===== src/rtl/ov7670_capture_scaler.sv =====
// ---------------------------------------------------------------------------
// ov7670_capture_scaler
//
// Captures an OV7670 byte stream in the camera pixel-clock domain. It pairs
// bytes into 16-bit pixels and decimates by H_DEC x V_DEC. Pixels that fall
// inside the crop margins are blacked out. YUV422 luma can be converted to
// gray RGB565. Each kept pixel is written to a frame-buffer RAM port.
// The block also tracks frame boundaries, counts completed frames and flags
// malformed lines.
//
// Ports:
//   pclk        pixel clock; all logic on its rising edge
//   rst_n       asynchronous active-low reset
//   vsync       camera VSYNC, high during vertical blank
//   href        camera HREF, high while line bytes are valid
//   d[7:0]      camera data byte
//   enable      capture enable, sampled at frame start
//   fmt_sel     0 = RGB565 passthrough, 1 = YUV422 (Y0 U Y1 V) to gray
//   addr        RAM write address
//   dout        RAM write data (RGB565)
//   we          RAM write strobe, one cycle per kept pixel
//   frame_done  one-cycle pulse at the end of a captured frame
//   frame_cnt   completed-frame counter, wraps 255 -> 0
//   line_err    one-cycle pulse on a malformed line
// ---------------------------------------------------------------------------
module ov7670_capture_scaler #(
    parameter int SRC_W  = 640,
    parameter int DST_W  = 320,
    parameter int DST_H  = 240,
    parameter int H_DEC  = 2,
    parameter int V_DEC  = 2,
    parameter int ADDR_W = 17,
    parameter int CROP_L = 0,
    parameter int CROP_R = 0,
    parameter int CROP_T = 0,
    parameter int CROP_B = 0
) (
    input  logic              pclk,
    input  logic              rst_n,
    input  logic              vsync,
    input  logic              href,
    input  logic [7:0]        d,
    input  logic              enable,
    input  logic              fmt_sel,
    output logic [ADDR_W-1:0] addr,
    output logic [15:0]       dout,
    output logic              we,
    output logic              frame_done,
    output logic [7:0]        frame_cnt,
    output logic              line_err
);

    typedef enum logic [1:0] {SYNC, VBLANK, ACTIVE} state_t;

    localparam int CW = 16;
    localparam logic [CW-1:0] SRC_W_C  = CW'(SRC_W);
    localparam logic [CW-1:0] DST_W_C  = CW'(DST_W);
    localparam logic [CW-1:0] DST_H_C  = CW'(DST_H);
    localparam logic [CW-1:0] H_DEC_C  = CW'(H_DEC);
    localparam logic [CW-1:0] V_DEC_C  = CW'(V_DEC);
    localparam logic [CW-1:0] CROP_L_C = CW'(CROP_L);
    localparam logic [CW-1:0] CROP_T_C = CW'(CROP_T);
    localparam logic [CW-1:0] X_LAST_C = CW'(DST_W - 1 - CROP_R);
    localparam logic [CW-1:0] Y_LAST_C = CW'(DST_H - 1 - CROP_B);

    state_t state_q, state_d;

    // Registered camera inputs plus one-cycle-delayed copies for edge detection.
    logic       vs_q, hr_q, vs_prev_q, hr_prev_q;
    logic [7:0] d_q;

    logic              fmt_q, fmt_d;
    logic              phase_q, phase_d;
    logic [7:0]        hi_q, hi_d;
    logic [CW-1:0]     src_x_q, src_x_d, src_y_q, src_y_d;
    logic [CW-1:0]     dst_x_q, dst_x_d, dst_y_q, dst_y_d;
    logic [ADDR_W-1:0] addr_q, addr_d;
    logic [15:0]       dout_q, dout_d;
    logic              we_q, we_d;
    logic              frame_done_q, frame_done_d;
    logic [7:0]        frame_cnt_q, frame_cnt_d;
    logic              line_err_q, line_err_d;

    logic              vs_rise, vs_fall, hr_fall;
    logic              y_keep, keep, in_crop;
    logic [ADDR_W-1:0] lin_addr;
    logic [15:0]       gray;

    // NOTE: sequential blocks use non-blocking (<=) so every flop samples the
    // pre-edge value of every other flop, independent of statement order.
    always_ff @(posedge pclk or negedge rst_n) begin
        if (!rst_n) begin
            vs_q      <= 1'b0;
            hr_q      <= 1'b0;
            d_q       <= '0;
            vs_prev_q <= 1'b0;
            hr_prev_q <= 1'b0;
        end else begin
            vs_q      <= vsync;
            hr_q      <= href;
            d_q       <= d;
            vs_prev_q <= vs_q;
            hr_prev_q <= hr_q;
        end
    end

    assign vs_rise = vs_q & ~vs_prev_q;
    assign vs_fall = ~vs_q & vs_prev_q;
    assign hr_fall = ~hr_q & hr_prev_q;

    assign y_keep = (src_y_q % V_DEC_C) == '0;
    assign keep   = ((src_x_q % H_DEC_C) == '0) && y_keep &&
                    (dst_x_q < DST_W_C) && (dst_y_q < DST_H_C);

    // The "+1 <=" form expresses "< CROP" without a compare against zero
    // when a margin is unused.
    assign in_crop = (dst_x_q + 16'd1 <= CROP_L_C) || (dst_x_q > X_LAST_C) ||
                     (dst_y_q + 16'd1 <= CROP_T_C) || (dst_y_q > Y_LAST_C);

    assign lin_addr = ADDR_W'(32'(dst_y_q) * 32'(DST_W) + 32'(dst_x_q));
    assign gray     = {hi_q[7:3], hi_q[7:2], hi_q[7:3]};

    // NOTE: every signal assigned here gets its default first, so no path
    // leaves one unassigned and no latch is inferred.
    always_comb begin
        state_d      = state_q;
        fmt_d        = fmt_q;
        phase_d      = phase_q;
        hi_d         = hi_q;
        src_x_d      = src_x_q;
        src_y_d      = src_y_q;
        dst_x_d      = dst_x_q;
        dst_y_d      = dst_y_q;
        addr_d       = addr_q;
        dout_d       = dout_q;
        we_d         = 1'b0;
        frame_done_d = 1'b0;
        frame_cnt_d  = frame_cnt_q;
        line_err_d   = 1'b0;

        case (state_q)
            SYNC: begin
                // Wait for a blanking interval so a partial frame is never captured.
                if (vs_q) state_d = VBLANK;
            end
            VBLANK: begin
                if (vs_fall && enable) begin
                    fmt_d   = fmt_sel;
                    src_x_d = '0;
                    src_y_d = '0;
                    dst_x_d = '0;
                    dst_y_d = '0;
                    phase_d = 1'b0;
                    state_d = ACTIVE;
                end
            end
            ACTIVE: begin
                if (vs_rise) begin
                    // VSYNC wins over HREF. Any line still in progress is dropped.
                    frame_done_d = 1'b1;
                    frame_cnt_d  = frame_cnt_q + 8'd1;
                    line_err_d   = hr_q;
                    state_d      = VBLANK;
                end else if (hr_q) begin
                    phase_d = ~phase_q;
                    if (!phase_q) begin
                        hi_d = d_q;
                    end else begin
                        if (src_x_q != '1) src_x_d = src_x_q + 16'd1;
                        if (keep) begin
                            we_d    = 1'b1;
                            addr_d  = lin_addr;
                            dout_d  = in_crop ? 16'h0000 : (fmt_q ? gray : {hi_q, d_q});
                            dst_x_d = dst_x_q + 16'd1;
                        end
                    end
                end else if (hr_fall) begin
                    line_err_d = phase_q || (src_x_q != SRC_W_C);
                    if (src_y_q != '1) src_y_d = src_y_q + 16'd1;
                    // dst_y stops at DST_H, so surplus lines never wrap the address.
                    if (y_keep && (dst_y_q < DST_H_C)) dst_y_d = dst_y_q + 16'd1;
                    src_x_d = '0;
                    dst_x_d = '0;
                    phase_d = 1'b0;
                end
            end
            default: state_d = SYNC;
        endcase
    end

    always_ff @(posedge pclk or negedge rst_n) begin
        if (!rst_n) begin
            state_q      <= SYNC;
            fmt_q        <= 1'b0;
            phase_q      <= 1'b0;
            hi_q         <= '0;
            src_x_q      <= '0;
            src_y_q      <= '0;
            dst_x_q      <= '0;
            dst_y_q      <= '0;
            addr_q       <= '0;
            dout_q       <= '0;
            we_q         <= 1'b0;
            frame_done_q <= 1'b0;
            frame_cnt_q  <= '0;
            line_err_q   <= 1'b0;
        end else begin
            state_q      <= state_d;
            fmt_q        <= fmt_d;
            phase_q      <= phase_d;
            hi_q         <= hi_d;
            src_x_q      <= src_x_d;
            src_y_q      <= src_y_d;
            dst_x_q      <= dst_x_d;
            dst_y_q      <= dst_y_d;
            addr_q       <= addr_d;
            dout_q       <= dout_d;
            we_q         <= we_d;
            frame_done_q <= frame_done_d;
            frame_cnt_q  <= frame_cnt_d;
            line_err_q   <= line_err_d;
        end
    end

    assign addr       = addr_q;
    assign dout       = dout_q;
    assign we         = we_q;
    assign frame_done = frame_done_q;
    assign frame_cnt  = frame_cnt_q;
    assign line_err   = line_err_q;

endmodule


===== config.mk =====
export PLATFORM = sky130hd
export DESIGN_NAME = ov7670_capture_scaler
export DESIGN_NICKNAME = d
export VERILOG_FILES = /design/src/rtl/ov7670_capture_scaler.sv
export SDC_FILE = /design/constraint.sdc
export NUM_CORES = 1
export LEC_CHECK = 0
export CORE_UTILIZATION = 55
export DETAILED_ROUTE_END_ITERATION = 10
export PLACE_DENSITY_LB_ADDON = 0.25
export REMOVE_ABC_BUFFERS = 1
export SKIP_CTS_REPAIR_TIMING = 1
export SLEW_MARGIN = 20
export SYNTH_ARGS = -nofsm -noshare
export SYNTH_HDL_FRONTEND = slang
export SYNTH_SLANG_ARGS = --single-unit

===== constraint.sdc =====
create_clock -name pclk -period 4.15 [get_ports pclk]
set_input_delay 0.83 -clock pclk [delete_from_list [all_inputs] [get_ports pclk]]
set_output_delay 0.83 -clock pclk [all_outputs]
set_load 0.1 [all_outputs]

Word-level counts from Yosys, hierarchy flattened
Cells that the tools add are included.
{"block": "totals", "word_cells": 124, "in_bits": 14, "reg_bits": 132}
{"block": "op_classes", "magnitude_cmp": 6, "mul": 1, "n_mux": 44, "addsub": 6, "reduce_logical": 23, "bitwise": 8, "n_eq_ne": 17}
{"op": "$mux W16", "count": 19}
{"op": "$pmux W16 S2", "count": 4}
{"op": "$add A16 B1 Y16 const B", "count": 4}
{"op": "$le A16 B1 Y1 const B", "count": 2}
{"op": "$logic_not A16 Y1", "count": 2}
{"op": "$ne A16 B16 Y1 const B", "count": 2}
{"op": "$reduce_and A6 Y1", "count": 4}
{"op": "$add A17 B16 Y17", "count": 1}
{"op": "$gt A16 B8 Y1 const B", "count": 1}
{"op": "$gt A16 B9 Y1 const B", "count": 1}
{"op": "$lt A16 B8 Y1 const B", "count": 1}
{"op": "$lt A16 B9 Y1 const B", "count": 1}
{"op": "$mul A16 B3 Y11 const B", "count": 1}
{"op": "$ne A16 B10 Y1 const B", "count": 1}
{"op": "$ne A2 B2 Y1 const B", "count": 8}
{"op": "$mux W1", "count": 15}
{"op": "$ne A3 B3 Y1 const B", "count": 4}
{"op": "$mux W11", "count": 1}
{"op": "$add A8 B1 Y8 const B", "count": 1}
{"op": "$reduce_and A4 Y1", "count": 2}
{"op": "$mux W2", "count": 3}
{"op": "$pmux W2 S3", "count": 1}
{"op": "$logic_and A1 B1 Y1", "count": 5}
{"op": "$not A1 Y1", "count": 5}
{"op": "10 further kinds", "count": 16}

Logic depth before layout (Yosys ltp)
{"block": "logic_depth", "ltp_word": 9, "mapped_depth": 13}

Worst setup path after synthesis
OpenSTA, ideal clock, no wires.
{"block": "synth_path", "path_kind": "reg-to-reg", "from": "register dst_y_q[1]", "to": "register addr_q[16], in the netlist addr[16]", "arrival_time_ns": 2.871, "required_ns": 4.015, "path_slack_ns": 1.144, "path_buffers": 0, "path_stages_with_launch": 13, "synth_period_minus_slack_ns": 3.006, "cell_sequence": "dfrtp_1 -> ha_1 -> ha_1 -> fa_1 -> a21o_1 -> a21oi_1 -> xnor2_1 -> ha_1 -> or3_1 -> and3b_1 -> o31a_1 -> xnor2_1 -> o21ai_0"}
{"block": "synth_via", "elab_chain_len": 3}
{"element": "start, declared", "line_no": "76", "text": "logic [CW-1:0] dst_x_q, dst_x_d, dst_y_q, dst_y_d;"}
{"element": "start signal, assigned", "line_no": "215", "text": "dst_y_q <= dst_y_d;"}
{"element": "branches (longest 3 deep; another with $add A17 B16 Y17)"}
{"element": "end signal, assigned", "line_no": "216", "text": "addr_q <= addr_d;"}
{"element": "end, declared", "line_no": "77", "text": "logic [ADDR_W-1:0] addr_q, addr_d;"}
Several ways; the timed one is not identified.
A chain may end at the register's enable or synchronous reset.

Worst setup path in the final report
{"block": "layout_path", "from": "register dst_y_q[4]", "to": "register addr_q[14], in the netlist addr[14]"}
Same word-level chain as after synthesis.

==> out/metrics.cfg <==
[run_status]
outcome=complete, no violations

[setup_path]
start_kind=flop
path_class=reg -> reg
cp_common_cell=ha_1
crit_family=adder cells
endpoint_kind=flop
arrival_ps=3600
crit_fanout=15
crit_chain=ha_1 -> fa_1 -> a21o_1 -> a21oi_1 -> xnor2_1 -> ha_1 -> or3_1 -> and3b_1 -> or2_2 -> xor2_1 -> o21ai_0
cpPeakStageDelay_ps=610
crit_path_top_delay_cell=dfrtp_1
crit_required_ps=4480
crit_buf_inv=0

[synth]
async_flop_share_pct=100
synth_seq_area_share_pct=45.3
synth_area_leaders=dfrtp_1 (45%), ha_1 (5.7%), nand2_1 (5.1%)
yosysUniqueCellTypes=69
ys_ff_latch=132
synth_cells=743
synth-edff-count=0
yosys.area.top_type=dfrtp_1
synthesis.area_sq_mm=0.00729
synthFlopType=dfrtp_1
ys.warnings.count=0
yosys.area.top_type_share_pct=45.3
yosys-top-cells-count=dfrtp_1 (132), nand2_1 (99), nor2_1 (52), o21ai_0 (50), ha_1 (33)
synth_most_common_cell=dfrtp_1
avgSynthCellArea_sq_um=9.82

[sta]
fmax_mhz=306
rsz0062_at_grt=no
slew-limit-headroom_pct=34.0
slew_viol_final=0
layout_setup_ws_ps=880
setup-violations-final=0
worst_pin_slew_ps=987
hold_viol_final=0
period_minus_slack_ps=3270
clock_skew_ps=10.1
fin_crit_sh_pct=78.8

[drt]
drt_iter0_markers=361
routed_wl_um=15800
drt_first_pass_iters=5
vias=5877
wl_per_cell_um=16.1
viasPerCell=6.00
final_antenna_net_count=0
drc=0

[clock_network]
htree_levels=4
clkSinkCount=132
clk_latency_ps=430
cts_buffers=17
clkTransAtPathRegs_ps=60
cts_tree=yes
clockBufferDepth=2
cts_root_buf=clkbuf_16

[power_and_ir_drop]
p_total_mw=3.37
seq_power_share_pct=42.5
p_sw_share_pct=26.6
irDropWorstVdd_mv=0.290
internal-power_mw=2.47
pwr-share-clk_pct=46.2
pwr-share-comb_pct=11.4
p_leak_nw=3.84
p_per_area_mw_per_mm2=392
switching_power_uw=896

[floorplan]
fp.dieW_um=117
start_util_pct=57.1
io_pins=58
rows=41
core-area_sq_mm=0.0128
die_h_um=117
die_area_sq_mm=0.0137

[global_routing]
grt_pass1_wl_um=26400
grt_max_degree=133
track_usage_pct=24.9
antenna_found_initial=0
grt_overflow=0
grt_pass1_vias=5667

[placement]
place_hpwl_um=10700
port_buffers=57
dpl_cell_area_sq_mm=0.00797
place.gp.congestion=0.924
pre_cts_ws_ps=825

[final_layout]
antenna_cells=0
final_util_pct=67.2
drive_gt1_share_pct=9.79
final_area_sq_mm=0.00859
area_delta_synth_final_pct=17.7
nNetsFinal=843

[min_path]
worst_hold_path_type=in -> async

[run]
max_cap_viol_count=0

## worst register-to-register path: cells and delay by family (launching register included)
family | cells | cell delay (ps)
fa+ha+maj | 3 | 1060
flops | 1 | 610
simple gates | 3 | 610
compound gates | 3 | 580
xor+xnor | 2 | 310
## cell type report
type | count | area (sq um)
well taps | 172 | 215
repair buffers | 66 | 648
inverters | 17 | 63.8
clock inverters | 11 | 149
multi-input cells | 560 | 3740
flip-flops and latches | 132 | 3300
clock buffers | 21 | 470
fillers | 958 | 4190
## through the flow
| stage | instances | TNS [ps] | hold WS (ps) |
|---|---|---|---|
| 6_report | 979 | 0 | 444 |
| 5_1_grt | 979 | 0 | 503 |
| 4_1_cts | 979 | 0 | 484 |
| 3_5_place_dp | 947 | 0 | 467 |
| 3_3_place_gp | 947 | 0 | 457 |
| 2_1_floorplan | 709 | -3430 | 421 |
## routing by layer
layer	GRT usage, %	share of wire [%]	wire (um)	vias up
li1	-	-	-	2795
met3	5.10	4.4	697	30
met5	0	0	0	-
met4	11.1	2.0	322	0
met1	32.0	45	7040	2889
met2	40.6	49	7710	163
## state kept, by name, summed over array words and instances (netlist names)
signal and flops:
frame_done 1, frame_cnt 8, dst_y_q 16, src_y_q 16, hr_prev_q 1, addr 17
line_err 1, src_x_q 16, dout 16, hr_q 1, state_q 2, we 1
dst_x_q 16, vs_q 1, phase_q 1, vs_prev_q 1, d_q 8, fmt_q 1
hi_q 8
## power by group through the flow
stage / Combinational (mW) / Clock [mW] / Sequential, mW
global route: 0.413 / 1.64 / 1.44
finish: 0.384 / 1.56 / 1.43
floorplan: 0.133 / 0 / 1.57
global placement: 0.379 / 0 / 1.45
CTS: 0.387 / 1.58 / 1.43
detailed placement: 0.386 / 0 / 1.45
## cell usage in the layout, fill, tap and decap left out, types with 6 or more instances in the layout
cell and n:
o21ai_0 49, inv_1 17, and3_1 16, mux2_2 11, o41ai_1 9, mux2i_1 14
ha_1 33, nand3_1 28, nand2b_1 9, nor3_1 17, clkbuf_16 17, clkdlybuf4s50_1 56
dfrtp_1 132, nor2_1 52, or3_1 12, o31ai_1 6, and2_1 16, buf_4 9
xor2_1 13, xnor2_1 26, and4_1 8, a21o_1 7, a21oi_1 23, nand2_1 99
nand4_1 21, nor4_1 10
## cell families after synthesis
| kind of cell | share of synthesized area, % |
|---|---|
| simple gates | 22.2 |
| compound gates | 14.5 |
| flops | 45.3 |
| buf+inv | 3.55 |
| xor+xnor | 4.68 |
| fa+ha+maj | 6.21 |
| mux | 3.62 |
## worst paths after layout
check,from,to,slack [ps],cells past startpoint
worst max-delay path,dst_y_q[4],addr[14],880,11
worst min-delay path,rst_n,addr[11],440,2
worst max register to register,dst_y_q[4],addr[14],880,11
max in group asynchronous,rst_n,frame_cnt[5],3080,2
worst min register to register,addr[4],addr[4],480,2
min in group pclk,addr[4],addr[4],480,2
Power figures use the tool's default switching activity.
